**config.mk**
```make
export PLATFORM = sky130hd
export DESIGN_NAME = l1_trigger_packager
export DESIGN_NICKNAME = d
export VERILOG_FILES = /design/src/rtl/l1_trigger_packager.sv
export SDC_FILE = /design/constraint.sdc
export NUM_CORES = 1
export LEC_CHECK = 0
export ABC_AREA = 0
export CAP_MARGIN = 5
export CORE_MARGIN = 1
export CORE_UTILIZATION = 35
export CTS_BUF_LIST = sky130_fd_sc_hd__clkbuf_16
export DETAILED_ROUTE_END_ITERATION = 10
export PLACE_DENSITY = 0.52
export SKIP_CTS_REPAIR_TIMING = 1
export SLEW_MARGIN = 10
export SYNTH_ARGS = -nofsm -noshare
export SYNTH_HDL_FRONTEND = slang
export SYNTH_SLANG_ARGS = --single-unit
```
**constraint.sdc**
```tcl
create_clock -name aclk -period 6.25 [get_ports aclk]
set_input_delay 0.9375 -clock aclk [delete_from_list [all_inputs] [get_ports aclk]]
set_output_delay 0.9375 -clock aclk [all_outputs]
set_load 0.02 [all_outputs]
```
**src/rtl/l1_trigger_packager.sv**
```systemverilog
`default_nettype none
// ============================================================================
// Module   : l1_trigger_packager
// Brief    : Merges beam trigger pulses within a coincidence window into
//            timestamped events and queues them on a valid/ready stream.
//            Optional per-beam event counters: define L1_PKT_BEAM_COUNT_EN.
// Revision : 1.0 - initial release
// ============================================================================
module l1_trigger_packager #(
    parameter int NBEAMS        = 2,
    parameter int WINDOW_CLOCKS = 4,
    parameter int TS_BITS       = 32,
    parameter int FIFO_DEPTH    = 16
) (
    input  logic                      aclk,
    input  logic                      reset_i,
    input  logic [NBEAMS-1:0]         trig_i,
    input  logic                      enable_i,
    input  logic                      clear_i,
    output logic [TS_BITS+NBEAMS-1:0] tdata_o,
    output logic                      tvalid_o,
    input  logic                      tready_i,
    output logic [15:0]               overflow_count_o,
    output logic                      busy_o
`ifdef L1_PKT_BEAM_COUNT_EN
    ,
    output logic [NBEAMS*32-1:0]      beam_count_o
`endif
);

    localparam int          c_DW       = TS_BITS + NBEAMS;
    localparam int          c_AW       = (FIFO_DEPTH > 1) ? $clog2(FIFO_DEPTH) : 1;
    localparam logic [7:0]  c_CNT_INIT = 8'(WINDOW_CLOCKS - 1);
    localparam logic [c_AW:0] c_DEPTH  = (c_AW + 1)'(FIFO_DEPTH);
    localparam bit          c_SINGLE   = (WINDOW_CLOCKS == 1);

    localparam logic [1:0] S_IDLE   = 2'd0;
    localparam logic [1:0] S_GATHER = 2'd1;
    localparam logic [1:0] S_PUSH   = 2'd2;

    logic [1:0]         r_state;
    logic [1:0]         w_state_nxt;
    logic [NBEAMS-1:0]  r_mask;
    logic [NBEAMS-1:0]  w_mask_nxt;
    logic [TS_BITS-1:0] r_ts;
    logic [TS_BITS-1:0] r_ts_lat;
    logic [TS_BITS-1:0] w_ts_lat_nxt;
    logic [7:0]         r_cnt;
    logic [7:0]         w_cnt_nxt;
    logic               w_push;

    logic [c_DW-1:0]    r_mem [FIFO_DEPTH];
    logic [c_AW-1:0]    r_wr_ptr;
    logic [c_AW-1:0]    r_rd_ptr;
    logic [c_AW:0]      r_count;
    logic               w_pop;
    logic               w_wr;
    logic               w_drop;
    logic [15:0]        r_overflow;

    // ------------------------------------------------------------------
    // Free-running timestamp and FSM state register
    // ------------------------------------------------------------------
    always_ff @(posedge aclk or posedge reset_i) begin
        if (reset_i) begin
            r_ts     <= '0;
            r_state  <= S_IDLE;
            r_mask   <= '0;
            r_ts_lat <= '0;
            r_cnt    <= '0;
        end else begin
            r_ts     <= r_ts + 1'b1;
            r_state  <= w_state_nxt;
            r_mask   <= w_mask_nxt;
            r_ts_lat <= w_ts_lat_nxt;
            r_cnt    <= w_cnt_nxt;
        end
    end

    always_comb begin
        w_state_nxt  = r_state;
        w_mask_nxt   = r_mask;
        w_ts_lat_nxt = r_ts_lat;
        w_cnt_nxt    = r_cnt;
        w_push       = 1'b0;
        case (r_state)
            S_IDLE: begin
                if (enable_i && (|trig_i)) begin
                    w_mask_nxt   = trig_i;
                    w_ts_lat_nxt = r_ts;
                    w_cnt_nxt    = c_CNT_INIT;
                    w_state_nxt  = c_SINGLE ? S_PUSH : S_GATHER;
                end
            end
            S_GATHER: begin
                // enable_i is deliberately ignored here: an open window always completes
                w_mask_nxt = r_mask | trig_i;
                if (r_cnt == 8'd1) begin
                    w_state_nxt = S_PUSH;
                end else begin
                    w_cnt_nxt = r_cnt - 8'd1;
                end
            end
            S_PUSH: begin
                w_push      = 1'b1;
                w_state_nxt = S_IDLE;
            end
            default: w_state_nxt = S_IDLE;
        endcase
    end

    assign busy_o = (r_state != S_IDLE);

    // ------------------------------------------------------------------
    // Show-ahead event FIFO; a full FIFO still accepts when popped this cycle
    // ------------------------------------------------------------------
    assign tvalid_o = (r_count != '0);
    assign w_pop    = tvalid_o && tready_i;
    assign w_wr     = w_push && ((r_count < c_DEPTH) || w_pop);
    assign w_drop   = w_push && !w_wr;
    assign tdata_o  = tvalid_o ? r_mem[r_rd_ptr] : '0;

    always_ff @(posedge aclk) begin
        if (w_wr) begin
            r_mem[r_wr_ptr] <= {r_ts_lat, r_mask};
        end
    end

    always_ff @(posedge aclk or posedge reset_i) begin
        if (reset_i) begin
            r_wr_ptr <= '0;
            r_rd_ptr <= '0;
            r_count  <= '0;
        end else begin
            if (w_wr) begin
                r_wr_ptr <= r_wr_ptr + 1'b1;
            end
            if (w_pop) begin
                r_rd_ptr <= r_rd_ptr + 1'b1;
            end
            r_count <= r_count + {{c_AW{1'b0}}, w_wr} - {{c_AW{1'b0}}, w_pop};
        end
    end

    // ------------------------------------------------------------------
    // Dropped-event counter, saturating; a clear coinciding with a drop counts it
    // ------------------------------------------------------------------
    always_ff @(posedge aclk or posedge reset_i) begin
        if (reset_i) begin
            r_overflow <= '0;
        end else if (clear_i) begin
            r_overflow <= {15'd0, w_drop};
        end else if (w_drop && (r_overflow != 16'hFFFF)) begin
            r_overflow <= r_overflow + 16'd1;
        end
    end

    assign overflow_count_o = r_overflow;

`ifdef L1_PKT_BEAM_COUNT_EN
    generate
        for (genvar b = 0; b < NBEAMS; b++) begin : g_beam_count
            logic [31:0] r_beam_cnt;
            logic        w_inc;

            assign w_inc = w_wr && r_mask[b];

            always_ff @(posedge aclk or posedge reset_i) begin
                if (reset_i) begin
                    r_beam_cnt <= '0;
                end else if (clear_i) begin
                    r_beam_cnt <= {31'd0, w_inc};
                end else if (w_inc) begin
                    r_beam_cnt <= r_beam_cnt + 32'd1;
                end
            end

            assign beam_count_o[b*32 +: 32] = r_beam_cnt;
        end
    endgenerate
`endif

endmodule
`default_nettype wire

```
; After elaboration in Yosys (flattened, before gate mapping)
; Memory sizes are Yosys's and may differ from the RTL's.
; Cells that the tools add are included.
[op_classes]
addsub = 7
magnitude_cmp = 1
eq_ne = 7
mux = 14
bitwise_logic = 1
n_reduce_logical = 17
[op_table]
columns = op, n
row1 = 34-bit two-way mux, 1
row2 = "32-bit by 1-bit adder with 32-bit output, second input constant", 1
row3 = 16-bit two-way mux, 2
row4 = "16-bit by 1-bit adder with 16-bit output, second input constant", 1
row5 = 8-bit two-way mux, 2
row6 = "16-bit != test, second input constant", 1
row7 = 8-bit case mux with 2 select lines, 1
row8 = "4-bit by 1-bit adder with 4-bit output, second input constant", 2
row9 = "8-bit by 1-bit == test with 1-bit output, second input constant", 1
row10 = 2-bit case mux with 2 select lines, 2
row11 = "8-bit by 1-bit subtractor with 8-bit output, second input constant", 1
row12 = 2-bit two-way mux, 3
row13 = "2-bit != test, second input constant", 3
row14 = 2-bit AND reduction, 3
row15 = 2-bit nonzero test, 3
row16 = 5-bit by 1-bit adder with 5-bit output, 1
row17 = 1-bit logical AND, 5
row18 = "5-bit < comparator, second input constant", 1
row19 = 5-bit nonzero test, 1
row20 = 5-bit by 1-bit subtractor with 5-bit output, 1
row21 = 1-bit two-way mux, 3
row22 = 3-bit AND reduction, 1
row23 = "2-bit by 1-bit == test with 1-bit output, second input constant", 1
row24 = "2-bit == test, second input constant", 1
row25 = other kinds (5), 5
[word_totals]
reg_bits = 105
ram_bits = 544
input_bits = 7
output_inout_bits = 52
elab_cells = 57
n_memories = 1
[mem_list]
columns = name, words, word_bits, read_ports, rd_clocked_by_memory_dff, wr, line
row1 = r_mem, 16, 34, 1, 0, 1, 52  ; logic [c_DW-1:0] r_mem [FIFO_DEPTH];

; Logic depth before layout (Yosys ltp)
; Gate-level depths: netlist of the first run.
[logic_depth]
depth_word = 9
depth_mapped = 14
depth_no_buf = 13

; Least setup slack after synthesis of the first run
; No wires, ideal clock.
[synth_timing]
path_kind = input to register
from = input tready_i
to = memory r_mem[3][0] (netlist name) (enable)
t_arrival_ns = 3.921
required_time_ns = 5.783
path_slack_ns = 1.862
cell_stages = 4
cell_sequence = nor2b_1 > nor3b_2 > nand2_1 > nor3_1
[synth_via]
elab_chain_len = 5
[synth_rtl]
columns = element, line
row1 = from (decl), 22  ; input logic tready_i,
row2 = 1-bit logical AND, 118  ; assign w_pop = tvalid_o && tready_i;
row3 = 1-bit logical OR, 119  ; assign w_wr = w_push && ((r_count < c_DEPTH) || w_pop);
row4 = 1-bit logical AND, 119
row5 = 1-bit two-way mux, 124  ; if (w_wr) begin
row6 = 1-bit two-way mux (not written as such), 125  ; r_mem[r_wr_ptr] <= {r_ts_lat, r_mask};
row7 = to (decl), 52
; No other way between the ends.

; Final worst setup path of the first run
[layout_timing]
from = register r_count[3]
to = output tdata_o[2]
[layout_via]
elab_chain_len = 2
[layout_rtl]
columns = element, line
row1 = from (decl), 55  ; logic [c_AW:0] r_count;
row2 = from (signal assigned), 141  ; r_count <= r_count + {{c_AW{1'b0}}, w_wr} - {{c_AW{1'b0}}, w_pop};
row3 = 5-bit nonzero test, 117  ; assign tvalid_o = (r_count != '0);
row4 = 34-bit two-way mux, 121  ; assign tdata_o = tvalid_o ? r_mem[r_rd_ptr] : '0;
row5 = to (decl), 20  ; output logic [TS_BITS+NBEAMS-1:0] tdata_o,
; No other way between the ends.

==> results.toml, run 1 <==
[clock_network]
clk_latency_ns = 0.61
cts_max_path_buffers = 3
cts_tree = "built"
htreeDepth = 3
root_buffer = "clkbuf_16"
cts_buffers = 70
clkTransAtPathRegs_ns = 0.06
cts.sinks = 649

[yosys]
yosysMostFrequentCell = "edfxtp_1"
synth_nets = 1357
synth_edf_count = 544
ys_seq_area_frac = 0.744
yosys-top-cells-area = "edfxtp_1 64%, mux4_2 12%, dfrtp_1 10%"
synth_area_sq_mm = 0.0255
syn_inst = 1334
yosysTopAreaCell = "edfxtp_1"
synth.avg_cell_area_sq_um = 19.1
yosys.area.top_type_share = 0.641
ys_seq_elements = 649
synth_top_flop_cell = "edfxtp_1"
synth_commonest_cells = "544 x edfxtp_1, 136 x mux4_2, 120 x nand2_1, 105 x dfrtp_1, 69 x mux2i_1"
ys.warnings.count = 0
synth.distinct_cells = 55
synthArstFlopShare = 0.162

[pwr]
power.density_mw_per_mm2 = 346
p_clk_frac = 0.390
p_sw_frac = 0.256
vdd_drop_max_uv = 282
p_leak_nw = 11.3
power.internal_mw = 7.63
pwr-share-comb = 0.126
seq_power_share = 0.484
p_sw_mw = 2.62

[floorplan]
die_h_microns = 272
dieArea_sq_mm = 0.0739
initial_core_util = 0.355
io_pins = 59
rows = 98
fp.dieW_microns = 272
core_sq_mm = 0.0717

[setup_path]
arrival_ns = 3.74
critPathKind = "flop to output pin"
crit_path_max_fanout = 22
worst_setup_path_end_kind = "output pin"
critPathRequiredTime_ns = 5.31
start_kind = "flop"

[place]
dp_hpwl_microns = 31400
gp_congestion = 0.784
dp_slack_ns = 2.22
placed_area_sq_mm = 0.0274
portBuffers = 58

[timing]
setup_tns_ns = 0
worst_slack_ns = 1.57
fin_crit_sh = 0.749
drv_slew = 0
rsz0062_at_grt = "no"
skew_ns = 0.0205
max_freq_ghz = 0.214
final_hold_viol_count = 0
worst_slew_pin_slew_ns = 1.07
layout_min_cycle_time_ns = 4.68
slew_headroom = 0.283
setup_viol = 0

[detailed_routing]
drc_errors = 0
wl_microns = 57900
dr.first_iter.drc_count = 1074
wl_per_cell_microns = 23.7
final_antenna_net_count = 0
drt-pass1-iter-count = 5
via_count = 12600
viasPerCell = 5.17

[job]
cap_violations = 0

[final_layout]
area_growth_pct = 16.4
finalNetCount = 1457
diodes = 0
fin_area_sq_mm = 0.0296
drive_above_1_share = 0.207

[global_route]
grt.overflow.total = 0
globalRouteTotalUtil = 0.161
grt_max_degree = 63
grt_pass1_vias = 13500
grt_antenna_before_repair = 1
grt_pass1_wl_microns = 87800

[status]
outcome = "completed"

[hold_path]
hold_class = "flop to flop"
cell usage in the layout, fill, tap and decap left out, types with 4 or more instances in the layout:
master / count
o31ai_1: 6
and2_1: 4
mux2i_1: 69
nor3_2: 4
nand4_1: 24
mux4_2: 136
buf_4: 33
mux2_2: 4
nor2_4: 12
nand3_1: 14
bufinv_16: 6
o22ai_1: 34
o21ai_0: 14
edfxtp_1: 544
or3_1: 9
clkinv_1: 14
and4_1: 4
clkbuf_16: 72
or4_1: 6
nor2_1: 12
xnor2_1: 32
clkdlybuf4s50_1: 58
nor2b_1: 6
nand2_1: 119
and3_1: 6
clkinv_2: 9
ha_1: 15
nor4_1: 5
dfrtp_1: 102
nor3_1: 7
a21oi_1: 14
inv_6: 4
xor2_1: 8
inv_1: 35
worst max-delay path, stage by stage, from the launching register on:
cell             delay (ns)
dfrtp_1                0.38
inv_1                  0.08
ha_1                   0.14
or4b_1                 0.53
nand2b_2               0.67
buf_4                  0.42
o22ai_1                0.26
clkdlybuf4s50_1        0.64
area by class of cell:
class,instances,area (sq um)
well taps,950,1190
multi-input cells,601,6290
fillers,6362,42100
repair buffers,94,888
clock inverters,56,428
flip-flops and latches,649,19000
inverters,18,70.1
clock buffers,72,1800
power by group through the flow:
stage	Clock (mW)	Sequential (mW)	Combinational [mW]
after floorplan	0	4.77	1.16
after global placement	0	5.06	1.32
after detailed placement	0	5.06	1.32
after CTS	4.11	4.97	1.33
after global routing	4.27	4.98	1.39
final	4.00	4.96	1.29
cell families after synthesis:
| logic type | Yosys count | share of synthesized area |
|---|---|---|
| AND/OR/NAND/NOR | 250 | 0.0492 |
| adder cells (fa/ha/maj) | 16 | 0.00815 |
| AO/OA/AOI/OAI | 86 | 0.0218 |
| multiplexers | 209 | 0.149 |
| XOR/XNOR | 40 | 0.0138 |
| buffers and inverters | 84 | 0.0135 |
| flip-flops | 649 | 0.744 |
registers in the layout (all words and copies together) (netlist names):
| signal | flops |
|---|---|
| r_ts | 32 |
| r_mem | 544 |
| overflow_count_o | 16 |
| r_ts_lat | 32 |
| r_count | 5 |
| r_cnt | 8 |
| r_rd_ptr | 4 |
| r_state | 2 |
| r_mask | 2 |
| r_wr_ptr | 4 |
worst paths after layout:
| check | start | endpoint | slack (ns) | cells after the start |
|---|---|---|---|---|
| hold / removal | r_ts[31] | r_ts[31] | 0.48 | 1 |
| max in group asynchronous | reset_i | r_ts_lat[3] | 4.21 | 3 |
| setup / recovery | r_count[3] | tdata_o[2] | 1.57 | 7 |
| setup reg to reg | r_count[4] | r_mem[4][22] | 3.21 | 5 |
| hold reg to reg | r_ts[31] | r_ts[31] | 0.48 | 1 |
| min in group asynchronous | reset_i | overflow_count_o[4] | 0.77 | 2 |
routing by layer:
layer / share of wire / wire [microns] / global-route usage
met4: 0.015 / 882 / 0.0435
met5: 0 / 0 / 0
met3: 0.039 / 2280 / 0.0255
met2: 0.48 / 27800 / 0.258
met1: 0.47 / 27000 / 0.228
metrics by stage:
step / total power [mW] / instances / hold WS, ns / util
floorplan: 5.93 / 1334 / 0.445 / -
global placement: 6.38 / 2312 / 0.468 / 0.382
detailed placement: 6.38 / 2312 / 0.474 / 0.382
CTS: 10.4 / 2440 / 0.486 / 0.413
global route: 10.6 / 2440 / 0.494 / 0.413
finish: 10.2 / 2440 / 0.481 / 0.413
No activity file was read; power rests on OpenSTA's default activity.
==> run 2, diff against run 1 <==
--- a/config.mk
+++ b/config.mk
@@ -11,7 +11,7 @@
 export CORE_UTILIZATION = 35
 export CTS_BUF_LIST = sky130_fd_sc_hd__clkbuf_16
 export DETAILED_ROUTE_END_ITERATION = 10
-export PLACE_DENSITY = 0.52
+export PLACE_DENSITY = 0.54
 export SKIP_CTS_REPAIR_TIMING = 1
 export SLEW_MARGIN = 10
 export SYNTH_ARGS = -nofsm -noshare
==> constraint.sdc (replaced) <==
create_clock -name aclk -period 4 [get_ports aclk]
set_input_delay 0.6 -clock aclk [delete_from_list [all_inputs] [get_ports aclk]]
set_output_delay 0.6 -clock aclk [all_outputs]
set_load 0.02 [all_outputs]
==> results.toml, run 2 (same netlist as run 1, synthesis figures left out) <==
[timing]
setup_tns_ns = 0
max_freq_ghz = 0.261
final_hold_viol_count = 0
skew_ns = 0.0155
worst_slew_pin_slew_ns = 0.881
drv_slew = 0
worst_slack_ns = 0.171
setup_viol = 0
hold_slack_ns = 0.475
fin_crit_sh = 0.957
layout_min_cycle_time_ns = 3.83
rsz0062_at_grt = "no"
slew_headroom = 0.412

[floorplan]
die_h_microns = 272
io_pins = 59
initial_core_util = 0.355
dieArea_sq_mm = 0.0739
core_sq_mm = 0.0717
rows = 98
fp.dieW_microns = 272

[detailed_routing]
top_layer_used = "met4"
dr_wl_met3_microns = 2330
drt-pass1-iter-count = 6
dr.first_iter.drc_count = 851
wl_per_cell_microns = 22.5
final_antenna_net_count = 0
viasPerCell = 5.14
drc_errors = 0
wl_microns = 55300
wl_met1_microns = 25600
wl_met2_microns = 26500
via_count = 12600

[setup_path]
crit_start = "r_count[3]"
critPathKind = "flop to output pin"
r2r_start = "r_count[3]"
arrival_ns = 3.23
crit_path_max_fanout = 17
critPathRequiredTime_ns = 3.40
reg2reg_slack_ns = 1.00
start_kind = "flop"
worst_setup_path_end_kind = "output pin"

[place]
dp_slack_ns = 0.548
placed_area_sq_mm = 0.0277
portBuffers = 58
gp_congestion = 0.744
dp_hpwl_microns = 31300
dp_cells = 2330

[clock_network]
clk_latency_ns = 0.60
cts_tree = "built"
cts.sinks = 649
cts_max_path_buffers = 3
clkTransAtPathRegs_ns = 0.07
root_buffer = "clkbuf_16"
cts_buffers = 69
htreeDepth = 3

[final_layout]
area_growth_pct = 17.7
largest_register_ff_count = 544
finalNetCount = 1478
fin_area_sq_mm = 0.0300
diodes = 0
reg_top3 = "r_mem x544, r_ts x32, r_ts_lat x32"
layoutNonFillerInstCount = 2460
final_common_cell = "edfxtp_1"
top_register = "r_mem"
layout_common_cells = "544 x edfxtp_1, 136 x mux4_2, 119 x nand2_1"
drive_above_1_share = 0.219

[global_route]
grt_pass1_vias = 13300
grt.overflow.total = 0
globalRouteTotalUtil = 0.152
grt_antenna_before_repair = 0
grt_pass1_wl_microns = 83900
grt_max_degree = 63

[hold_path]
min-delay-start = "r_ts[31]"
hold_class = "flop to flop"

[pwr]
vdd_drop_max_uv = 332
power.density_mw_per_mm2 = 543
p_leak_nw = 11.5

[status]
outcome = "completed"

[job]
cap_violations = 0
[run 2: changes by cell type in the layout (fill, tap and decap cells not counted), sizes merged]
cell	delta
bufinv	+1
clkbuf	-1
clkinv	+4
buf	+22
inv	-4
clkinvlp	-2
[run 2: cell type report]
class	count	area, sq um
clock buffer	71	1780
multi-input combinational	601	6320
tap	950	1190
fill	6309	41700
inverter	18	70.1
timing repair buffer	116	1210
sequential	649	19000
clock inverter	55	449
[run 2: path summary, 6_finish.rpt]
check / end / depth (start not counted)
worst max-delay path: tdata_o[22] / 7
worst min-delay path: r_ts[31] / 1
worst max register to register: r_count[4] / 13
worst min register to register: r_ts[31] / 1
max in group asynchronous: r_ts_lat[11] / 3
min in group asynchronous: overflow_count_o[4] / 2
[run 2: per-layer routing]
metal | global-route usage | vias up
met4 | 0.0374 | 0
met3 | 0.0304 | 77
met5 | 0 | -
met2 | 0.243 | 247
met1 | 0.213 | 6725
li1 | - | 5593
[run 2: critical path, stage by stage, from the launching register on]
cell and delay [ns]:
dfrtp_1 0.39, inv_1 0.08, ha_1 0.14, or4b_1 0.60
nand2_4 0.39, buf_4 0.30, o22ai_1 0.14, clkdlybuf4s50_1 0.56
[run 2: report_power, final]
group	internal, mW	total [mW]	switching [mW]
Combinational	1.16	2.50	1.34
Clock	3.68	6.28	2.60
Sequential	7.30	7.51	0.217
[run 2: per-stage QoR]
| stage | power, mW | util |
|---|---|---|
| 6_report | 16.3 | 0.418 |
| 2_1_floorplan | 9.27 | - |
| 5_1_grt | 16.9 | 0.418 |
| 4_1_cts | 16.4 | 0.417 |
| 3_3_place_gp | 10.1 | 0.386 |
| 3_5_place_dp | 10.1 | 0.386 |
